===== src/rtl/pc_pkg.sv =====
// pc_pkg: shared types, defaults and the command priority encoder for pc_stack.
package pc_pkg;
  localparam int DEF_AW = 16;
  localparam int DEF_DEPTH = 8;
  localparam logic [63:0] DEF_RESET_VEC = '0;
  typedef enum logic [2:0] {
    NONE,
    INC,
    JMP,
    JREL,
    CALL,
    RET
  } op_e;
  // stall suppresses every command, so it maps to NONE
  function automatic op_e sel_op(input logic stall, input logic ret, input logic call,
                                 input logic jmp, input logic jmp_rel, input logic pc_inc);
    return stall ? NONE : ret ? RET : call ? CALL : jmp ? JMP : jmp_rel ? JREL :
           pc_inc ? INC : NONE;
  endfunction
endpackage


===== src/rtl/pc_stack_ret_stack.sv =====
// ret_stack: DEPTH x AW return-address LIFO with reset pointer and unreset storage.
module ret_stack #(
  parameter int AW = 16,
  parameter int DEPTH = 8,
  localparam int SW = $clog2(DEPTH + 1),
  localparam int IW = $clog2(DEPTH)
) (
  input  logic          CLK,
  input  logic          RST_N,
  input  logic          push,
  input  logic          pop,
  input  logic [AW-1:0] din,
  output logic [AW-1:0] top,
  output logic [SW-1:0] sp,
  output logic          full,
  output logic          empty
);
  logic [AW-1:0] mem_q [DEPTH];
  logic [SW-1:0] sp_q, sp_d, sp_m1;
  logic do_push, do_pop;
  assign full = sp_q == SW'(DEPTH);
  assign empty = sp_q == '0;
  assign do_push = push & ~full;
  assign do_pop = pop & ~empty;
  assign sp_m1 = sp_q - 1'b1;
  assign top = mem_q[sp_m1[IW-1:0]];
  assign sp = sp_q;
  always_comb sp_d = do_push ? sp_q + 1'b1 : do_pop ? sp_m1 : sp_q;
  always_ff @(negedge CLK or negedge RST_N)
    if (!RST_N) sp_q <= '0;
    else sp_q <= sp_d;
  always_ff @(negedge CLK)
    if (do_push) mem_q[sp_q[IW-1:0]] <= din;
endmodule


===== src/rtl/pc_stack.sv =====
// pc_stack: program counter with return-address stack, relative jumps, stall and
// sticky stack error flags; all state changes on the falling clock edge.
module pc_stack
  import pc_pkg::*;
#(
  parameter int AW = DEF_AW,
  parameter int DEPTH = DEF_DEPTH,
  parameter logic [AW-1:0] RESET_VEC = DEF_RESET_VEC[AW-1:0]
) (
  input  logic          CLK,
  input  logic          RST_N,
  input  logic          stall,
  input  logic          pc_inc,
  input  logic          jmp,
  input  logic          jmp_rel,
  input  logic          call,
  input  logic          ret,
  input  logic [AW-1:0] target,
  input  logic          clr_err,
  output logic [AW-1:0] pc,
  output logic          ras_empty,
  output logic          ras_full,
  output logic          ras_ovf,
  output logic          ras_unf
);
  localparam int SW = $clog2(DEPTH + 1);
  op_e op;
  logic [AW-1:0] pc_q, pc_d, pc_p1, top;
  logic [SW-1:0] sp;
  logic ovf_q, ovf_d, unf_q, unf_d, clr;
  assign op = sel_op(stall, ret, call, jmp, jmp_rel, pc_inc);
  assign pc_p1 = pc_q + 1'b1;
  assign clr = clr_err & ~stall;
  ret_stack #(.AW(AW), .DEPTH(DEPTH)) u_ras (
    .CLK(CLK),
    .RST_N(RST_N),
    .push(op == CALL),
    .pop(op == RET),
    .din(pc_p1),
    .top(top),
    .sp(sp),
    .full(ras_full),
    .empty(ras_empty)
  );
  // an AW-bit add is already the sign-extended offset modulo 2^AW
  always_comb begin
    pc_d = op == INC ? pc_p1 :
           (op == JMP || op == CALL) ? target :
           op == JREL ? pc_q + target :
           (op == RET && !ras_empty) ? top : pc_q;
    ovf_d = (op == CALL && ras_full) | (ovf_q & ~clr);
    unf_d = (op == RET && ras_empty) | (unf_q & ~clr);
  end
  always_ff @(negedge CLK or negedge RST_N)
    if (!RST_N) begin
      pc_q <= RESET_VEC;
      ovf_q <= 1'b0;
      unf_q <= 1'b0;
    end else begin
      pc_q <= pc_d;
      ovf_q <= ovf_d;
      unf_q <= unf_d;
    end
  assign pc = pc_q;
  assign ras_ovf = ovf_q;
  assign ras_unf = unf_q;
endmodule

===== config.mk =====
export PLATFORM = sky130hd
export DESIGN_NAME = pc_stack
export DESIGN_NICKNAME = d
export VERILOG_FILES = /design/src/rtl/pc_pkg.sv /design/src/rtl/pc_stack_ret_stack.sv /design/src/rtl/pc_stack.sv
export SDC_FILE = /design/constraint.sdc
export NUM_CORES = 1
export LEC_CHECK = 0
export CAP_MARGIN = 20
export CELL_PAD_IN_SITES_DETAIL_PLACEMENT = 1
export CELL_PAD_IN_SITES_GLOBAL_PLACEMENT = 1
export CORE_MARGIN = 2
export CORE_UTILIZATION = 50
export DETAILED_ROUTE_END_ITERATION = 8
export PLACE_DENSITY = 0.91
export SLEW_MARGIN = 20
export SYNTH_ARGS = -nofsm -noshare
export SYNTH_HDL_FRONTEND = slang
export SYNTH_SLANG_ARGS = --single-unit

===== constraint.sdc =====
create_clock -name CLK -period 5.22 [get_ports CLK]
set_input_delay 1.044 -clock CLK [delete_from_list [all_inputs] [get_ports CLK]]
set_output_delay 1.044 -clock CLK [all_outputs]
set_load 0.03 [all_outputs]

* Word level (Yosys, flattened, before mapping)
Memories as Yosys holds them, arrays and structs flattened.
Cells that the tools add are included.
** Word-level totals
- Register bits after elaboration :: 22
- Logic and storage cells :: 48
- Output and inout port bits :: 20
- Input bits :: 25
- Memories kept :: 1
- Bits in writable memories :: 128
** Cells by class
- Eq/ne operators :: 6
- Muxes and demuxes :: 14
- Reductions and logical operators :: 8
- Add/subtract/negate cells :: 4
- Bitwise operators :: 11
** Memories
- u_ras.mem_q :: depth 8, bits a word 16, read ports 1, clocked after Yosys merged registers in 0, write ports 1, RTL line pc_stack_ret_stack.sv:18 : logic [AW-1:0] mem_q [DEPTH];
** Operators by type and width (number)
- $mux W16 :: 4
- $add A16 B1 Y16 const B :: 1
- $add A16 B16 Y16 :: 1
- $mux W3 :: 3
- $mux W4 :: 2
- $eq A3 B2 Y1 const B :: 2
- $eq A3 B3 Y1 const B :: 2
- $and A1 B1 Y1 :: 5
- $add A4 B1 Y4 const B :: 1
- $eq A4 B4 Y1 const B :: 1
- $logic_not A4 Y1 :: 1
- $mux W2 :: 2
- $not A1 Y1 :: 4
- $reduce_bool A4 Y1 :: 1
- $sub A4 B1 Y4 const B :: 1
- $eq A3 B1 Y1 const B :: 1
- $logic_and A1 B1 Y1 :: 3
- $mux W1 :: 3
- $or A1 B1 Y1 :: 2
- $reduce_bool A2 Y1 :: 1
- $logic_not A1 Y1 :: 1
- $logic_or A1 B1 Y1 :: 1

* Logic depth before layout (Yosys ltp)
Gate-level depths: netlist of the first run.
- Word-level depth :: 12
- Depth in mapped cells :: 13
- Depth with buffers taken out :: 8

* Hierarchy
A second synthesis of the first run with hierarchy kept.
** Second synthesis, totals
- Cells, all modules :: 545
- Area total of the unflattened synthesis :: 7561.0 um^2
** Modules (own cells, without submodules)
- ret_stack :: area each 5240.0 um^2, times used 1, sequential area each 3943.8 um^2, cells each 244
- pc_stack :: area each 2321.0 um^2, times used 1, sequential area each 450.4 um^2, cells each 301

==> results, run 1 <==
- The flow ran to the end, but the final reports show violations.
- The final reports fail on negative setup slack.
- The element type at the critical path start is an input port.
- The die is roughly 120 um tall.
- The hold-critical path depth is 1.
- The first TritonRoute pass finished after 8 iterations.
- After synthesis the netlist holds a flip-flop and latch count of 150.
- The distinct cell type count after synthesis is 60.
- CTS saw 150 sinks.
- The final layout contains 865 nets.
- Wires add up to ~42,000 um.
- The initialized floorplan defines 44 standard-cell rows.
- Clock-pin slew was measured on the worst setup and hold paths at ~0.060 ns.
- The remaining global-route overflow is 0.
- The completed layout was analyzed and its total power is a little under 8000 uW.
- The horizontal extent of the die is around 120 um.
- The number of buffers on the longest clock path is 2.
- Setup violations remaining at the end of the flow were counted as 17.
- The number of synthesized flops with an enable pin is between 100 and 150.
- In this run the most critical hold path is launched from ras_ovf.
- The final instance area is about 11,000 um^2.
- The share of synthesized area in the top cell type comes to a little over half.
- For hold timing, the worst endpoint is ras_ovf.
- The H-tree generated during clock tree synthesis spans 4 levels.
- At the worst endpoint, the arrival time is roughly 3.2 ns.
- The growth of design area from synthesis to finish is 46.1%.
- After detailed routing, the number of vias per cell comes to roughly 7.5.
- The initial antenna violation count was 5.
- The data required time of the critical path is between 2 and 3 ns.
- The library cell with the largest summed area after synthesis is edfxtp_1.
- For the worst-skew pair, the clock arrives at the later sink with an insertion delay of approximately 0.55 ns.
- The detailed router finished its first iteration with between 1,000 and 1,500 violations.
- Across all setup checks in the final design, the least slack found is -0.354 ns.
- Dividing the detail-routed wire length by the instance count gives 40.6 um.
- The max-slew violation total from the final report is 0.
- The share of final-layout standard cells stronger than drive strength 1 is around 36%.
- The post-place instance area is about 8900 um^2.
- The global-route usage over all layers is a little under half.
- The category of the most critical setup path is in2reg.
- The register-to-register path setup slack is 1.59 ns.
- The maximum number of pins on one net before global-route repair is 40.
- The synthesized area divided by synthesized cell count is 14.0 um^2.
- The number of input and output port buffers inserted is 44.
- The boundary pin count is 45.
- The via count of the first global-routing pass was slightly below 8,000.
- The master cell of the clock root buffer is clkbuf_16.
- By area the synthesized netlist is led by edfxtp_1 (53%), mux4_2 (9.9%), dfrtn_1 (7.5%).
- For this run, the leading register cell type out of synthesis is edfxtp_1.
- The core region is 14,400 um^2.
- The worst-case vdd ir drop is 0.000503 V.
- The critical path capture point type is a register.
- The worst reg2reg path startpoint is u_ras.sp[0].
- The number of maximum-capacitance constraint violations is 0.
- Synthesis produced a netlist with a net count of roughly 570.
- The vias after detailed routing is ~7,700.
- Summing every instance area after synthesis gives between 7000 and 8000 um^2.
- The endpoint identified for the worst register-to-register timing path is pc[6].
- The share of flip-flops with an asynchronous set or reset after synthesis is 14.7%.
- Headroom to the max-slew limit came out at 25.3%.
- For this design, the CTS-stage hold fixing added 0 buffers.
- Setup repair after global routing could not meet its margin everywhere.
- Along the worst path, the maximum fanout reaches 7.
- The share of the Yosys chip area taken by registers is between 60 and 70%.
- The power density over cell area is roughly 740 nW/um^2.
- TritonCTS built the clock tree.
- The die area is approximately 16,000 um^2.
- The final-report hold violation count is 0.
- The final routed DRC violation total is 0.
- The number of CTS-inserted buffers is 17.
- The number of routed nets with antenna violations is 0.
- The initial core utilization is slightly above 50%.
- Synthesis handed over a netlist of ~520 instances.
- The static power due to leakage is between 0.004 and 0.005 uW.
- The count of warnings emitted by yosys is 0.
- The placed wire-length estimate is 15,900 um.
- The final worst clock skew is between 0.1 and 0.15 ns.
- The tightest min-delay check is of the reg2reg type.
- The slew of the pin with the lowest slew margin is ~1.1 ns.
- Counting cells, the worst reg-to-reg path comes to 7.
- The wire length of the first global-routing pass is ~52,000 um.
- The placer's final routability congestion estimate is slightly above 0.9.
[layer usage]
metal  GRT usage (%)  vias to the layer above  routed length [um]
li1                -                     2662                   -
met1            58.2                     3660               13600
met2            67.9                     1002               17600
met3            14.5                      397                5940
met4            32.3                        0                4430
met5               0                        -                   0
[cells by family after synthesis]
group                    Yosys count  synth area share (%)
buffers and inverters             35                  2.31
AND/OR/NAND/NOR                  124                  8.64
flip-flops                       150                  60.1
XOR/XNOR                          27                  3.34
multiplexers                      47                  12.0
adder cells (fa/ha/maj)           19                  3.35
AO/OA/AOI/OAI                    120                  10.3
[cells in the final DEF, fill, tap and decap left out, types with 8 or more instances in the layout]
cell,instances
inv_1,136
nand2_1,25
nor2_1,25
mux4_2,32
o21ai_1,9
buf_4,117
xnor2_1,18
edfxtp_1,128
dfrtn_1,22
nand3_1,12
dlygate4sd2_1,17
o21ai_0,19
mux2i_1,11
a21oi_2,11
a21oi_1,17
clkbuf_16,17
ha_4,14
buf_12,8
dlymetal6s2s_1,10
[metrics by stage]
step           hold slack [ns]  instances  setup slack (ns)  TNS [ns]  util, %
4_1_cts                  0.516       1007            -0.123    -0.235     72.1
2_1_floorplan            0.416        522            -0.168     -5.74        -
6_report                 0.539       1023            -0.354     -1.61     74.1
5_1_grt                  0.535       1019            -0.460     -1.70     74.0
3_5_place_dp             0.473        836            -0.816    -62.14     61.4
3_3_place_gp             0.436        836            -0.728    -37.34     61.4
[timing repair]
item	in CTS	in global routing
pin swaps	28	26
setup buffers	11	11
gates cloned	1	0
gates resized for setup	108	59
endpoints found under the setup margin	107	22
[report_power, final]
part | switching [uW] | internal [uW]
clock network | 1280 | 853
logic | 2470 | 1510
registers | 167 | 1630
[synth_stat cells, types with 3 or more instances]
cell type	n
nor4_1	6
a21oi_1	34
edfxtp_1	128
o21ai_0	33
mux2_2	4
mux2i_1	11
o22ai_1	8
buf_6	3
a211oi_1	7
buf_2	6
clkbuf_1	11
nand4_1	5
nand2_1	28
xnor2_1	19
a221oi_1	5
nand2b_1	3
dfrtn_1	22
xor2_1	7
nor2b_1	4
and3_1	4
o21bai_1	5
nand3_1	15
o211ai_1	4
inv_1	12
nor3b_1	3
ha_1	18
nor2_1	30
a21o_1	5
nor3_1	11
or3_1	5
mux4_2	32
[registers in the layout, summed over array words and instances, names as in the netlist]
signal / cells
ras_unf: 1
ras_ovf: 1
pc: 16
u_ras.sp: 4
u_ras.mem_q: 128
[critical path: stages]
cell,delay (ns)
dlygate4sd2_1,0.34
buf_4,0.21
o21ai_0,0.36
buf_4,0.25
buf_12,0.13
o21ai_0,0.31
a21oi_2,0.33
o21ai_0,0.20
[layout make-up]
cell class,instances,area (um^2)
Inverter,11,46.3
Sequential cell,150,4390
Clock inverter,143,706
Tap cell,184,230
Timing Repair Buffer,176,1520
Multi-Input combinational cell,337,3350
Antenna cell,5,12.5
Clock buffer,17,425
Fill cell,1330,3740
[worst max path at each step]
stage / from / to / cells after the start
2_1_floorplan: ret / u_ras.mem_q[3][0] / 4
3_3_place_gp: target[0] / pc[12] / 10
3_5_place_dp: target[0] / pc[12] / 10
4_1_cts: u_ras.sp[1] / ras_empty / 6
5_1_grt: target[0] / pc[6] / 10
6_report: call / pc[6] / 8
(Power assumes the default switching activity.)
==> inputs of run 2 (changes only) <==
- SLEW_MARGIN: 20 -> 5
- SYNTH_HIERARCHICAL: not set -> 1
==> results, run 2 <==
- The run stopped with a tool error.
- The halt point of the flow is global routing.
- The first error in the log reads "[ERROR DPL-0033] detailed placement checks failed during check placement".
- The netlist uses approximately 70 different library cells.
- Summing the sequential cell areas from Yosys gives between 50 and 60% of the chip area.
- The initial core utilization is 51.6%.
- For this run, the leading register cell type out of synthesis is edfxtp_1.
- The average instance in the mapped netlist occupies roughly 14 um^2.
- After the last repair the worst path ends at a register data pin.
- The number of sinks on the clock net is 150.
- The critical endpoint after global-route timing repair is pc[12]$_DFFE_NN0P_/D.
- The placed wire-length estimate is 16,600 um.
- The number of CTS-inserted buffers is 17.
- The maximum number of pins on one net before global-route repair is 38.
- The share of flip-flops with an asynchronous set or reset after synthesis is around 15%.
- The number of buffers on the longest clock path is 2.
- For this design the top-level I/O count stands at 45.
- The height of the chip is 127 um.
- The area of the mapped netlist is around 7600 um^2.
- At the end of routability-driven placement, the weighted congestion stood at between 0.9 and 1.
- For this run, the number of Yosys warnings is 6.
- The initial antenna violation count is 3.
- The depth of the CTS H-tree is 4.
- The site row count is 44.
- The die is 127 um wide.
- The number of input and output port buffers inserted is between 40 and 50.
- Of the post-synthesis cell area, the dominant cell type holds about half.
- The master cell of the clock root buffer is clkbuf_16.
- Synthesis inferred 150 register bits.
- Ranked by instance count, the synthesized netlist is headed by edfxtp_1 (128), a21oi_1 (41), nand2_1 (38).
- The most frequent cell after synthesis is edfxtp_1.
- The gate count of the mapped netlist is around 550.
- By area the synthesized netlist is led by edfxtp_1 (51%), mux4_2 (9.5%), dfrtn_1 (7.3%).
- Summed over all instances, the cell type with the most area after synthesis is edfxtp_1.
- Counting flops with a built-in enable in the synthesized netlist gives between 100 and 150.
- The post-synth net total is 589.
==> run 2: cell families after synthesis <==
kind of cell	count (synthesis)	share of synthesized area (%)
xor+xnor	25	3.09
fa+ha+maj	19	3.24
buf+inv	41	3.06
compound gates	125	10.9
mux	54	12.8
simple gates	131	8.85
flops	150	58.1
==> run 2: what timing repair did <==
action / in CTS
hold endpoints to repair: 0
resized for setup: 87
pin swaps: 25
buffers inserted: 12
setup endpoints to repair: 23
hold buffers: 0
==> run 2: stage by stage <==
stage	std cells	worst slack (ns)	setup TNS [ns]	hold WS, ns	area [um^2]
after CTS	1023	-0.0130	-0.0212	0.450	10500
after detailed placement	853	-0.896	-54.16	0.448	9000
after global placement	853	-0.764	-46.63	0.425	9000
after floorplan	545	-0.213	-18.86	0.538	7600
==> inputs of run 3 (changes only) <==
- CELL_PAD_IN_SITES_DETAIL_PLACEMENT: 1 -> not set
- CELL_PAD_IN_SITES_GLOBAL_PLACEMENT: 1 -> not set
- CORE_UTILIZATION: 50 -> 40
- PLACE_DENSITY: 0.91 -> not set
- PLACE_DENSITY_LB_ADDON: not set -> 0.15
==> results, run 3 <==
- Global routing consumed, over all layers together, 21.4% of the routing resources.
- The number of sinks on the clock net is 150.
- The critical path capture point type is a register.
- 0 antenna diodes ended up in the layout.
- Data arrives at the worst endpoint at 2.91 ns.
- The count of filler cells inserted in the layout is approximately 1,600.
- The initial antenna violation count came to 0.
- The area of the mapped netlist is about 7600 um^2.
- The tightest hold path in the finished design has a slack of around 0.43 ns.
- The initial core utilization is approximately two fifths.
- The total area of sequential cells is ~4400 um^2.
- In the routed layout, each cell is associated on average with a via count of ~5.4.
- The run finished, with violations left.
- The clock-pin slew of the registers on the worst-case setup and hold paths is around 0.050 ns.
- The total overflow left after global routing is 0.
- The boundary pin count is 45.
- TritonCTS built the clock tree.
- Compared with the post-synthesis result, the final layout area differs by 39.3%.
- The average instance in the mapped netlist occupies between 10 and 15 um^2.
- The floorplan core area is 18,600 um^2.
- The initialized floorplan defines 50 standard-cell rows.
- Setup violations remaining at the end of the flow were counted as 1.
- The final routed wire length divided by cell count is 19.0 um.
- The distinct cell type count after synthesis is 68.
- The count of nets left with antenna violations once routing finished came out at 0.
- The final-report hold violation count is 0.
- The critical path is of the in2reg type.
- In the synthesized netlist, the number of instances is about 550.
- After synthesis, the cell types taking the most area are edfxtp_1 (51%), mux4_2 (9.5%), dfrtn_1 (7.3%).
- The power density over cell area is roughly 600 nW/um^2.
- The final reports fail on negative setup slack.
- Leaving out fill and tap cells, the most frequent cells in the layout are inv_1 (141), edfxtp_1 (128), buf_4 (109), nand2_1 (36), a21oi_1 (34).
- In the synthesized netlist the dominant register cell turns out to be edfxtp_1.
- Of the synthesized area, sequential elements account for around three fifths.
- Of all nets on the critical path, the largest fanout is 2.
- The library cell with the largest summed area after synthesis is edfxtp_1.
- The insertion delay to the later sink of the worst-skew pair is 0.46 ns.
- The max-slew violation total from the final report is 0.
- For this run, the number of Yosys warnings is 6.
- Once routing completed, OpenROAD measured the worst setup slack at -0.0733 ns.
- The worst-case IR drop observed on VDD is 0.000398 V.
- The depth of the CTS H-tree is 4.
- The total design power is ~6300 uW.
- The first global-routing pass estimated between 30,000 and 40,000 um of wire.
- Headroom to the max-slew limit came out at between 50% and 60%.
- The met1 global-route usage is between 20% and 30%.
- The master cell of the clock root buffer is clkbuf_16.
- The share of final-layout standard cells stronger than drive strength 1 is about a third.
- Yosys mapped a number of flops with a built-in enable equal to around 130.
- The met2 track demand over resource in global routing is a little over a third.
- In this run the vertical extent of the chip is between 100 and 150 um.
- In this run the worst hold path is classified as reg2reg.
- Setup repair after global routing could not meet its margin everywhere.
- By count the netlist is led by edfxtp_1 (128), a21oi_1 (41), nand2_1 (38).
- The element type at the critical path start is an input port.
- After the last flow step, the layout net total stands at between 800 and 900.
- The first routing iteration left roughly 410 violations.
- The total wire length is 20,400 um.
- The first-pass iteration count of the detailed router is 8.
- The placer's final routability congestion estimate is about 0.9.
- The global routing usage on met3 is 7.05%.
- The most common cell after layout, fill and taps aside is inv_1.
- With fillers left out, the area of the finished cells amounts to 10,500 um^2.
- The number of CTS-inserted buffers is 17.
- The static power due to leakage is between 0.004 and 0.005 uW.
- Across the routed clock network, the largest skew measured is 0.0628 ns.
- The die is ~140 um wide.
- The count of state elements after synthesis is 150.
- After detailed routing, the number of remaining DRC violations is 0.
- In the post-synthesis netlist, the cell with the most instances is edfxtp_1.
- The number of input and output port buffers inserted is 44.
- The number of buffers on the longest clock path is 2.
- The data required time of the critical path is roughly 2.8 ns.
- Once detailed placement completed, the half-perimeter wirelength came to ~14,000 um.
- The via count of the first global-routing pass is between 6,000 and 7,000.
- The register with the most flip-flops in the layout has between 100 and 150 of them.
- The busiest layer in global routing is met2.
- The synthesized design devotes to its leading area cell type between 50% and 60% of total area.
- Counting flops with an async set or reset pin after synthesis yields a share of 14.7%.
- The slew of the pin with the lowest slew margin is 0.732 ns.
- The area taken by multi-input logic gates is ~3200 um^2.
- The post-synth net total is a little under 600.
- The post-place instance area is about 9000 um^2.
- The number of maximum-capacitance constraint violations is 0.
- The maximum number of pins on one net before global-route repair is 38.
- The floorplan step defined a die boundary enclosing about 20,000 um^2.
- The vias after detailed routing is 5,780.
[run 3: cell counts after synthesis]
No cell type changed its count.
[run 3: final cells by class]
| type | count | area share (%) |
|---|---|---|
| multi-input cells | 354 | 30.5 |
| clock inverters | 143 | 6.02 |
| repair buffers | 168 | 14.5 |
| well taps | 234 | 2.78 |
| inverters | 12 | 0.428 |
| flip-flops and latches | 150 | 41.7 |
| clock buffers | 17 | 4.04 |
[run 3: kinds of logic (layout without fill, tap and decap cells)]
logic type / Yosys count / after routing / synth area share, %
AOI/OAI and AO/OA: 125 / 125 / 10.9
muxes: 54 / 54 / 12.8
DFF: 150 / 150 / 58.1
and+or+nand+nor: 131 / 131 / 8.85
xor gates and xnor gates: 25 / 25 / 3.09
adders and majority gates: 19 / 19 / 3.24
buffers and inverters: 41 / 340 / 3.06
[run 3: critical path: stages]
cell       delay (ns)
buf_8            0.10
ha_4             0.15
fa_2             0.37
a21oi_2          0.16
o211ai_1         0.09
buf_4            0.16
buf_6            0.11
a2111oi_4        0.37
nor3_2           0.08
xnor2_1          0.18
o21ai_1          0.08
[run 3: layer usage]
metal / share of wire (%) / vias to the layer above
met3: 5.6 / 25
met5: 0 / -
met1: 42 / 2859
met4: 1.4 / 0
met2: 51 / 175
li1: - / 2721
[run 3: report_power, final]
group / internal, uW / total, uW / switching (uW)
sequential: 1630 / 1710 / 71.1
combinational: 1410 / 3030 / 1620
clock: 805 / 1570 / 761
total: 3850 / 6300 / 2450
[run 3: worst paths after layout]
path,cells past startpoint,end,slack (ns),start
worst max-delay path,11,pc[12],-0.07,target[0]
worst min register to register,2,ras_unf,0.43,ras_unf
max in group asynchronous,2,pc[0],1.40,RST_N
worst min-delay path,2,ras_unf,0.43,ras_unf
worst max register to register,10,pc[8],2.00,u_ras/sp[0]
min in group asynchronous,2,u_ras/sp[3],3.52,RST_N
[run 3: metrics by stage]
step	setup WS (ns)	utilization, %	instances	setup TNS [ns]
final	-0.0733	56.5	1078	-0.0733
after global routing	-0.131	56.5	1078	-0.194
after CTS	-0.0809	55.7	1073	-0.0820
after detailed placement	-0.818	49.0	910	-62.16
after global placement	-0.831	49.0	910	-58.61
after floorplan	-0.213	-	545	-18.86
[run 3: timing repair]
item                                    in CTS  in global routing
pin swaps                                   18                 14
hold buffers                                 0                  0
gates resized for setup                     43                 36
buffers inserted                             4                  4
endpoints found under the setup margin      33                 35
